$ cat src/rtl/moore_seq_pkg.sv
// Shared helpers for the serial pattern detector: state-width sizing and the
// KMP-style next-state function evaluated at elaboration time.
package moore_seq_pkg;

    localparam int MIN_PATTERN_W = 2;
    localparam int MAX_PATTERN_W = 32;

    function automatic int state_w(input int width);
        return $clog2(width + 1);
    endfunction

    function automatic bit pattern_w_ok(input int width);
        return (width >= MIN_PATTERN_W) && (width <= MAX_PATTERN_W);
    endfunction

    // Length of the longest suffix of (prefix(k) followed by b) that is also a
    // prefix of the pattern. The MSB of the pattern is the first bit received.
    function automatic int seq_next(input int k, input logic b,
                                    input logic [31:0] pattern, input int width);
        int   len;
        int   best;
        int   pos;
        logic sym;
        logic hit;
        len  = k + 1;
        best = 0;
        for (int j = 1; j <= width; j++) begin
            if (j <= len) begin
                hit = 1'b1;
                for (int i = 0; i < j; i++) begin
                    pos = len - j + i;
                    sym = (pos == k) ? b : pattern[width-1-pos];
                    if (sym != pattern[width-1-i]) begin
                        hit = 1'b0;
                    end
                end
                if (hit) begin
                    best = j;
                end
            end
        end
        return best;
    endfunction

endpackage

$ cat src/rtl/sat_counter.sv
// Saturating up-counter with synchronous reset and clear; clear beats increment.
module sat_counter #(
    parameter int CNT_W = 8
) (
    input  logic             clk,
    input  logic             reset,
    input  logic             inc,
    input  logic             clr,
    output logic [CNT_W-1:0] count
);

    localparam logic [CNT_W-1:0] CNT_MAX = '1;

    // NOTE: sequential state is written with non-blocking assignments so every
    // register samples the pre-edge values regardless of block ordering.
    always_ff @(posedge clk) begin
        if (reset) begin
            count <= '0;
        end else if (clr) begin
            count <= '0;
        end else if (inc && (count != CNT_MAX)) begin
            count <= count + 1'b1;
        end
    end

endmodule

$ cat src/rtl/moore_seq_detector.sv
// Moore serial pattern detector: table-driven prefix-tracking FSM with a
// registered detect flag and a saturating match counter.
module moore_seq_detector
    import moore_seq_pkg::*;
#(
    parameter int                   PATTERN_W = 4,
    parameter logic [PATTERN_W-1:0] PATTERN   = 4'b1011,
    parameter bit                   OVERLAP   = 1'b1,
    parameter int                   CNT_W     = 8
) (
    input  logic                          clk,
    input  logic                          reset,
    input  logic                          in,
    input  logic                          in_valid,
    input  logic                          clear,
    output logic                          out,
    output logic [state_w(PATTERN_W)-1:0] state_o,
    output logic [CNT_W-1:0]              match_count
);

    localparam int SW = state_w(PATTERN_W);
    localparam int NS = 1 << SW;

    localparam logic [SW-1:0] S_0   = '0;
    localparam logic [SW-1:0] S_DET = SW'(PATTERN_W);

    generate
        if (!pattern_w_ok(PATTERN_W)) begin : g_bad_width
            $error("moore_seq_detector: PATTERN_W must be in 2..32");
        end
        if (CNT_W < 1) begin : g_bad_cnt
            $error("moore_seq_detector: CNT_W must be at least 1");
        end
    endgenerate

    logic [SW-1:0] next0 [NS];
    logic [SW-1:0] next1 [NS];

    // Unreachable encodings above S_DET fall back to S_0; with OVERLAP=0 the
    // detect state behaves like S_0 so no bits of the hit are reused.
    generate
        for (genvar k = 0; k < NS; k++) begin : g_next
            localparam int SRC = (k > PATTERN_W) ? 0 :
                                 ((k == PATTERN_W) && !OVERLAP) ? 0 : k;
            localparam logic [SW-1:0] N0 = (k > PATTERN_W) ? S_0 :
                SW'(seq_next(SRC, 1'b0, 32'(PATTERN), PATTERN_W));
            localparam logic [SW-1:0] N1 = (k > PATTERN_W) ? S_0 :
                SW'(seq_next(SRC, 1'b1, 32'(PATTERN), PATTERN_W));
            assign next0[k] = N0;
            assign next1[k] = N1;
        end
    endgenerate

    logic [SW-1:0] state;
    logic [SW-1:0] state_next;
    logic          hit;

    assign state_next = in ? next1[state] : next0[state];
    assign hit        = in_valid && (state_next == S_DET);

    always_ff @(posedge clk) begin
        if (reset) begin
            state <= S_0;
        end else if (in_valid) begin
            state <= state_next;
        end
    end

    assign out     = (state == S_DET);
    assign state_o = state;

    sat_counter #(
        .CNT_W (CNT_W)
    ) u_count (
        .clk   (clk),
        .reset (reset),
        .inc   (hit),
        .clr   (clear),
        .count (match_count)
    );

endmodule

$ cat config.mk
export PLATFORM = sky130hd
export DESIGN_NAME = moore_seq_detector
export DESIGN_NICKNAME = d
export VERILOG_FILES = /design/src/rtl/moore_seq_pkg.sv /design/src/rtl/sat_counter.sv /design/src/rtl/moore_seq_detector.sv
export SDC_FILE = /design/constraint.sdc
export NUM_CORES = 1
export LEC_CHECK = 0
export BUFFER_PORTS_ARGS = -buffer_cell sky130_fd_sc_hd__buf_2
export CAP_MARGIN = 10
export CORE_UTILIZATION = 35
export CTS_CLUSTER_SIZE = 24
export DETAILED_ROUTE_END_ITERATION = 16
export PLACE_DENSITY_LB_ADDON = 0.08
export SETUP_SLACK_MARGIN = 0.02
export SLEW_MARGIN = 25
export SYNTH_ARGS = -nofsm -noshare
export SYNTH_HDL_FRONTEND = slang
export SYNTH_HIERARCHICAL = 1
export SYNTH_SLANG_ARGS = --single-unit
$ cat constraint.sdc
create_clock -name clk -period 2 [get_ports clk]
set_input_delay 0.1 -clock clk [delete_from_list [all_inputs] [get_ports clk]]
set_output_delay 0.1 -clock clk [all_outputs]
set_load 0.02 [all_outputs]
==> results.md, run 1 <==
* Status: finished, final reports clean
* Die height at roughly 44 um
* Max FO, Critical Path at 8
* Clock skew at between 0.0015 and 0.002 ns
* Maximum vdd drop at just over 0.3 mV
* Nets at between 90 and 100
* Reg-to-Reg End: u_count/count[5]$_SDFFE_PP0P_
* Seq/Total Area, Yosys at between 30% and 40%
* Synth area leader: dfxtp_1
* Multi-input gate area at roughly 370 um^2
* Critical Path Source Type: register
* Slew @ Worst Pin at 0.464 ns
* Worst r2r path cells at 5
* H-tree depth reported by CTS at 1
* CP max-delay cell: dfxtp_1
* DR iter-0 viols at 11
* WL per Instance at around 13 um
* Worst-Skew Late Latency at 0.26 ns
* Maxcap violations at 0
* Initial Util at between 30% and 40%
* TritonCTS clock tree: built
* Setup violators final at 0
* Post-Synth Simple-Gate Area at a little under a third
* Chip Width at around 44 um
* Antenna Cells at 0
* Netlist cell types at 29
* Drt pass-1 iters at 4
* Share of cells above drive strength 1 at between 20% and 30%
* Post-CTS setup buffer count at 0
* CTS Buf Count at 3
* Delay-heaviest family, CP: simple AND/OR/NAND/NOR gates
* CP startpoint: state_o[0]$_SDFFE_PP0P_
* Post-synth ARST share at 0%
* Top FF cell, synth: dfxtp_1
* Fin crit share at between 80% and 90%
* Commonest non-fill, non-tap cell in the layout: buf_2
* Fraction of the mapped netlist area in compound gates at between 20% and 30%
* Initial antenna violation count at 0
* GRT Util Overall at between 10% and 20%
* Clock sink count at 11
* Final hold violation count at 0
* Flop-to-flop setup slack at approximately 0.27 ns
* Top post-synthesis cells by area: dfxtp_1, mux2i_1, a21oi_1
* Clk buf depth at 2
* Critical path arrival at 1.90 ns
* Syn_nets at 74
* Placement Rows at 14
* Via density at about 5.4
* Mux cell area share after synthesis at around 6.6%
* Number of port buffers at 16
* Clk slew on worst S/H paths at approximately 0.070 ns
* Reg area at roughly 220 um^2
* Main combinational cell family by area after synthesis: simple AND/OR/NAND/NOR gates
* Slew Viols, Final at 0
* Crit-path cells: nand3b_1, nor2_1, and4_1, a31oi_1, a2111oi_4
* RSZ-0062 raised after global routing: false
* Core Area at ~1600 um^2
* Synthesized-area fraction occupied by adder cells at a little over 2%
* CP Buf/Inv Count at 0
* Grt ovf at 0
* HP Class: in -> reg
* Post-DP HPWL at around 960 um
* Number of global-route vias before repair at around 500
* Number of routed nets with antenna violations at 0
* Final min period at between 1.5 and 2 ns
* Post-synth EDFFs at 0
* Setup TNS at 0 ns
* Most frequent cells in the layout: buf_2, dfxtp_1, nand2_1, a21oi_1, mux2i_1
* #FFs+latches synth at 11
* CP Depth at 5
* Total number of vias at 560
* Die ar. at around 1900 um^2
* P_leak at roughly 0.31 nW
* Clk root buf: clkbuf_4
* Routability cong. at 0.770
* Pwr dens at 551 nW/um^2
* Syn avg cell area at just under 9 um^2
* Pin count of the biggest net entering global routing at 10
* Setup WS post-layout at ~0.27 ns
* Xor and xnor fraction of the mapped netlist area at 0%
* DR DRC count at 0
* Post-Route Utilization at between 40 and 50%
* Reg2reg start: state_o[0]$_SDFFE_PP0P_
* # IOs at 17
* Hold_buf cts at 0
* Ys Warns at 6
* WP data required at 2.17 ns
* WL final at between 1000 and 1500 um
* CP Capture Type: register
* Layout fillers at ~160
* Fmax achieved at 578 MHz
* Setup slack at placement at about 0.29 ns
* Mapped cell area at 604 um^2
* Critical path's largest stage delay at between 0.4 and 0.5 ns
* Crit path to: u_count/count[5]$_SDFFE_PP0P_
* Cells after synthesis at 68
* P&R area growth vs syn at 19.7%
* Top cell type's share of synthesized area at 36.4%
* CP Class: reg -> reg
* First-pass GRT wire length at ~2300 um
* Post-cts resize count at 0
* Worst slew margin at about 69%
## worst register-to-register path: cells and delay by family, from the launching register on
| kind | cells | cell delay, ns |
|---|---|---|
| flops | 1 | 0.46 |
| simple gates | 3 | 0.71 |
| compound gates | 2 | 0.47 |
## cell usage after synthesis (2+ instances only)
cell type  number
and3_1          3
a21boi_1        2
dfxtp_1        11
nand2_1         8
nand3_1         2
and4_1          2
a21oi_1         7
nor2b_1         2
or3_1           3
inv_1           2
nor2_1          3
o21ai_0         2
nand4_1         2
mux2i_1         4
## worst min path at each step
stage          slack [ns]   from  depth (start not counted)                       endpoint
2_1_floorplan        0.16  clear                          1  u_count/count[5]$_SDFFE_PP0P_
3_3_place_gp         0.36  clear                          2  u_count/count[5]$_SDFFE_PP0P_
3_5_place_dp         0.37  clear                          2  u_count/count[5]$_SDFFE_PP0P_
4_1_cts              0.08  clear                          2  u_count/count[5]$_SDFFE_PP0P_
5_1_grt              0.08  clear                          2  u_count/count[5]$_SDFFE_PP0P_
6_report             0.08  clear                          2  u_count/count[5]$_SDFFE_PP0P_
## routing by layer
| metal | vias up | track usage (%) | wire [um] |
|---|---|---|---|
| met4 | 0 | 6.88 | 10 |
| li1 | 294 | - | - |
| met2 | 10 | 23.6 | 570 |
| met5 | - | 0 | 0 |
| met3 | 2 | 6.25 | 60 |
| met1 | 254 | 22.3 | 663 |
## power by group
| group | internal [mW] | leakage [nW] | switching (mW) |
|---|---|---|---|
| logic | 0.00991 | 0.202 | 0.0158 |
| registers | 0.220 | 0.0888 | 0.00289 |
| clock network | 0.0772 | 0.0150 | 0.0719 |
| total | 0.308 | 0.305 | 0.0906 |
## logic make-up after synthesis
group                    Yosys count
adder cells (fa/ha/maj)            1
flip-flops                        11
AND/OR/NAND/NOR                   32
buffers and inverters              3
AO/OA/AOI/OAI                     17
multiplexers                       4
## sequential cells by signal, indices dropped and copies added (netlist names)
signal / cells
state_o: 3
u_count/count: 8
## stage by stage
step | power [mW] | cells | cell area (um^2) | hold slack [ns]
final | 0.398 | 103 | 723 | 0.0849
after global routing | 0.425 | 103 | 723 | 0.0811
after CTS | 0.405 | 103 | 723 | 0.0785
after detailed placement | 0.254 | 99 | 697 | 0.368
after global placement | 0.254 | 99 | 697 | 0.363
after floorplan | 0.240 | 68 | 604 | 0.164
## layout make-up
type                            instances  area share, %
Inverter                                2           1.04
Sequential cell                        11           30.4
Multi-Input combinational cell         54           51.0
Timing Repair Buffer                   16           11.1
Tap cell                               16           2.77
Clock buffer                            4           3.63
No activity file was read; power rests on OpenSTA's default activity.
==> run 2, diff against run 1 <==
Settings changed: CORE_AREA from default to 2 2 39 41, CORE_UTILIZATION 35 to default, CTS_BUF_LIST from default to sky130_fd_sc_hd__clkbuf_8, DIE_AREA from default to 0 0 41 43.
Clock period 2 ns to 1.9 ns, I/O delays scaled along.
==> results.md, run 2 (synthesized netlist as in run 1, its figures left out) <==
* Status: finished, final reports clean
* Setup slack at placement at between 0.15 and 0.2 ns
* WP data required at around 2 ns
* Fin crit share at between 80% and 90%
* Nets at between 90 and 100
* DR DRC count at 0
* WL final at between 1000 and 1500 um
* CP Capture Type: register
* Non-filler cells, final at 103
* Clock power frac at a little under half
* Max FO, Critical Path at 8
* Share of cells above drive strength 1 at approximately 28%
* Reg-to-Reg End: u_count/count[5]$_SDFFE_PP0P_
* Switch share at between 20 and 25%
* GRT Util Overall at 18.0%
* Number of routed nets with antenna violations at 0
* Total number of vias at slightly below 600
* Worst r2r path cells at 5
* Die height at between 40 and 50 um
* Most frequent cells in the layout: buf_2, dfxtp_1, nand2_1, a21oi_1, mux2i_1
* Max FFs per register at 8
* Clk buf depth at 2
* Routability cong. at approximately 0.69
* Slew Viols, Final at 0
* Hold Path End: u_count/count[5]$_SDFFE_PP0P_
* P_leak at between 0.3 and 0.4 nW
* Fmax achieved at between 600 and 700 MHz
* Worst slew margin at about 69%
* H-tree depth reported by CTS at 1
* Critical Path Source Type: register
* Flop-to-flop setup slack at 0.26 ns
* Placement Rows at 14
* Post-CTS setup buffer count at 0
* CTS Buf Count at 3
* Maxcap violations at 0
* Final min period at 1.64 ns
* Die ar. at around 1800 um^2
* Post-DP HPWL at between 900 and 1000 um
* Commonest non-fill, non-tap cell in the layout: buf_2
* Layout fillers at ~140
* Initial Util at 43.7%
* Core Area at ~1400 um^2
* Antenna Cells at 0
* Worst hold margin at about 0.11 ns
* Post-DP Area at approximately 700 um^2
* Slew @ Worst Pin at roughly 0.47 ns
* Met2 WL at a little over 600 um
* Initial antenna violation count at 0
* Clock sink count at 11
* Clock skew at between 0.004 and 0.005 ns
* Comb pwr share at under 10%
* Drt pass-1 iters at 3
* Worst hold stages at 2
* Worst-Skew Late Latency at around 0.23 ns
* DR iter-0 viols at 5
* RSZ-0062 raised after global routing: false
* Number of port buffers at 16
* HP Class: in -> reg
* Pin count of the biggest net entering global routing at 10
* Met1 WL at ~610 um
* First-pass GRT wire length at 2150 um
* Clk slew on worst S/H paths at 0.05 ns
* Flop pwr share at 48.1%
* Final hold violation count at 0
* Highest routed metal layer: met4
* P&R area growth vs syn at 23.2%
* Sw Pwr at 0.106 mW
* CP Class: reg -> reg
* Internal power at ~0.38 mW
* Metal3 WL at 48 um
* Critical path arrival at around 1.8 ns
* Setup TNS at 0 ns
* Setup violators final at 0
* Clk root buf: clkbuf_8
* # IOs at 17
* Setup WS post-layout at 0.264 ns
* WL per Instance at ~13 um
* Biggest register: u_count/count
* Via density at about 5.7
* TritonCTS clock tree: built
* Worst hold start: clear
* Design Area, Final at 744 um^2
* Reg2reg start: state_o[0]$_SDFFE_PP0P_
* Number of global-route vias before repair at ~490
* Maximum vdd drop at approximately 0.32 mV
* Grt ovf at 0
* Pwr dens at about 660 nW/um^2
* Chip Width at 41 um
* Cell count after placement at 99
## run 2: cell count changes in the layout (fill, tap and decap cells not counted), sizes merged
cell,before,now
inv,2,3
clkbuf,4,3
## run 2: repair_timing
action                                  CTS  global route
gates resized for setup                   0             1
hold endpoints to repair                  0             0
endpoints found under the setup margin    0             1
hold buffers                              0             0
## run 2: worst max path at each step
stage / from / end / slack (ns) / cells past startpoint
CTS: state_o[0]$_SDFFE_PP0P_ / u_count/count[5]$_SDFFE_PP0P_ / 0.19 / 5
detailed placement: state_o[0]$_SDFFE_PP0P_ / u_count/count[5]$_SDFFE_PP0P_ / 0.19 / 5
floorplan: state_o[0]$_SDFFE_PP0P_ / u_count/count[5]$_SDFFE_PP0P_ / 0.22 / 5
global placement: state_o[0]$_SDFFE_PP0P_ / u_count/count[5]$_SDFFE_PP0P_ / 0.21 / 5
global route: state_o[0]$_SDFFE_PP0P_ / u_count/count[5]$_SDFFE_PP0P_ / 0.12 / 5
finish: state_o[0]$_SDFFE_PP0P_ / u_count/count[5]$_SDFFE_PP0P_ / 0.26 / 5
## run 2: through the flow
| stage | util (%) | total power [mW] |
|---|---|---|
| final | 53.8 | 0.490 |
| after global routing | 53.8 | 0.515 |
| after CTS | 53.6 | 0.500 |
| after detailed placement | 50.4 | 0.267 |
| after global placement | 50.4 | 0.267 |
| after floorplan | - | 0.253 |
## run 2: power by group through the flow
stage,registers (mW),clock network (mW),logic [mW]
floorplan,0.242,0,0.0108
global placement,0.240,0,0.0270
detailed placement,0.240,0,0.0269
CTS,0.236,0.237,0.0269
global route,0.236,0.248,0.0305
finish,0.236,0.228,0.0271
## run 2: critical path, stage by stage, from the launching register on
cell,delay (ns)
dfxtp_1,0.46
nand3b_1,0.13
nor2_2,0.19
and4_1,0.31
a31oi_1,0.14
a2111oi_4,0.32
## run 2: metal layers
| metal | vias to the layer above | global-route usage [%] |
|---|---|---|
| li1 | 292 | - |
| met1 | 276 | 23.0 |
| met4 | 0 | 10.0 |
| met3 | 2 | 4.71 |
| met2 | 12 | 26.3 |
| met5 | - | 0 |
## run 2: area by class of cell
cell class              instances  area [um^2]  area share [%]
multi-input cells              54          372            49.9
flip-flops and latches         11          220            29.6
clock inverters                 1         3.75           0.504
repair buffers                 16         80.1            10.8
well taps                      16         20.0            2.69
inverters                       2         7.51            1.01
clock buffers                   3         41.3            5.55
==> run 3, diff against run 2 <==
Settings changed: CTS_BUF_LIST sky130_fd_sc_hd__clkbuf_8 to default.
==> results.md, run 3 (synthesized netlist as in run 1, its figures left out) <==
* Status: finished, final reports clean
* Crit path to: u_count/count[5]$_SDFFE_PP0P_
* Fin crit share at between 80% and 90%
* HP Class: in -> reg
* Pwr dens at 583 nW/um^2
* Maxcap violations at 0
* Commonest non-fill, non-tap cell in the layout: buf_2
* Initial Util at a little over two fifths
* DR DRC count at 0
* Maximum vdd drop at between 0.2 and 0.3 mV
* Post-DP HPWL at between 900 and 1000 um
* Chip Width at ~41 um
* P_leak at between 0.3 and 0.4 nW
* Number of routed nets with antenna violations at 0
* Clk slew on worst S/H paths at 0.07 ns
* Reg2reg start: state_o[0]$_SDFFE_PP0P_
* RSZ-0062 raised after global routing: false
* WP data required at approximately 2.1 ns
* Met1 WL at 615 um
* Layout fillers at between 100 and 150
* Most frequent cells in the layout: buf_2, dfxtp_1, nand2_1, a21oi_1, mux2i_1
* Worst hold stages at 2
* Die height at approximately 43 um
* Initial antenna violation count at 0
* Post-CTS setup buffer count at 0
* CP startpoint: state_o[0]$_SDFFE_PP0P_
* Worst r2r path cells at 5
* CP Capture Type: register
* Pin count of the biggest net entering global routing at 10
* Biggest register: u_count/count
* Clk buf depth at 2
* Number of global-route vias before repair at roughly 500
* Worst slew margin at 69.1%
* Clk root buf: clkbuf_4
* Nets at 94
* Max FFs per register at 8
* Total number of vias at roughly 570
* Fmax achieved at roughly 600 MHz
* Crit-path cells: nand3b_1, nor2_2, and4_1, a31oi_1, a2111oi_4
* CP max-delay cell: dfxtp_1
* Critical path's largest stage delay at roughly 0.46 ns
* Share of cells above drive strength 1 at ~28%
* DR iter-0 viols at 9
* Met2 WL at around 600 um
* Final min period at about 1.6 ns
* Setup violators final at 0
* Flop-to-flop setup slack at 0.27 ns
* Max FO, Critical Path at 8
* Core Area at 1380 um^2
* Antenna Cells at 0
* CP Buf/Inv Count at 0
* P&R area growth vs syn at 20.1%
* Highest routed metal layer: met4
* CP Depth at 5
* Clock sink count at 11
* CTS Buf Count at 3
* Final hold violation count at 0
* Setup TNS at 0 ns
* Critical path arrival at approximately 1.8 ns
* TritonCTS clock tree: built
* Via density at 5.56
* First-pass GRT wire length at ~2100 um
* CP Class: reg -> reg
* Slew @ Worst Pin at between 0.4 and 0.5 ns
* Worst-Skew Late Latency at roughly 0.27 ns
* Delay-heaviest family, CP: simple AND/OR/NAND/NOR gates
* Reg-to-Reg End: u_count/count[5]$_SDFFE_PP0P_
* Slew Viols, Final at 0
* Grt ovf at 0
* Metal3 WL at around 47 um
* Routability cong. at ~0.69
* Die ar. at ~1800 um^2
* H-tree depth reported by CTS at 1
* Worst hold margin at a little under 0.08 ns
* GRT Util Overall at 18.0%
* Drt pass-1 iters at 4
* # IOs at 17
* WL final at approximately 1300 um
* WL per Instance at 12.5 um
* Clock skew at around 0.0043 ns
* Number of port buffers at 16
* Placement Rows at 14
* Critical Path Source Type: register
[run 3: stage by stage]
stage	instances	area [um^2]	power, mW	util [%]	setup slack (ns)
2_1_floorplan	68	604	0.253	-	0.223
3_3_place_gp	99	697	0.267	50.4	0.214
3_5_place_dp	99	697	0.267	50.4	0.192
4_1_cts	103	723	0.430	52.3	0.180
5_1_grt	103	726	0.443	52.4	0.110
6_report	103	726	0.423	52.4	0.267
[run 3: timing repair]
item | in CTS | in global routing
hold buffers | 0 | 0
gates resized for setup | 0 | 1
endpoints found under the hold margin | 0 | 0
endpoints found under the setup margin | 0 | 1
[run 3: power by group]
| part | internal, mW | switching (mW) | leakage [nW] | total [mW] |
|---|---|---|---|---|
| sequential | 0.232 | 0.00298 | 0.0888 | 0.235 |
| clock | 0.0811 | 0.0797 | 0.0150 | 0.161 |
| combinational | 0.0104 | 0.0166 | 0.202 | 0.0270 |
| total | 0.324 | 0.0993 | 0.305 | 0.423 |
[run 3: worst min-delay path by stage]
stage | startpoint | end | slack (ns)
after floorplan | clear | u_count/count[5]$_SDFFE_PP0P_ | 0.16
after global placement | clear | u_count/count[5]$_SDFFE_PP0P_ | 0.36
after detailed placement | clear | u_count/count[5]$_SDFFE_PP0P_ | 0.36
after CTS | clear | u_count/count[5]$_SDFFE_PP0P_ | 0.07
after global routing | clear | u_count/count[5]$_SDFFE_PP0P_ | 0.08
final | clear | u_count/count[5]$_SDFFE_PP0P_ | 0.08
[run 3: area by class of cell]
cell class	count	area [um^2]	area share [%]
clock buffers	4	26.3	3.62
inverters	2	7.51	1.03
multi-input cells	54	372	51.2
flip-flops and latches	11	220	30.3
well taps	16	20.0	2.76
repair buffers	16	80.1	11.0
[run 3: routing by layer]
| layer | vias up | global-route usage [%] |
|---|---|---|
| met2 | 12 | 26.6 |
| met4 | 0 | 12.0 |
| met5 | - | 0 |
| li1 | 290 | - |
| met1 | 269 | 22.6 |
| met3 | 2 | 3.14 |
[run 3: worst reg2reg max path, stage by stage, from the launching register on]
cell and delay (ns):
dfxtp_1 0.46, nand3b_1 0.13, nor2_2 0.19, and4_1 0.31, a31oi_1 0.14, a2111oi_4 0.32
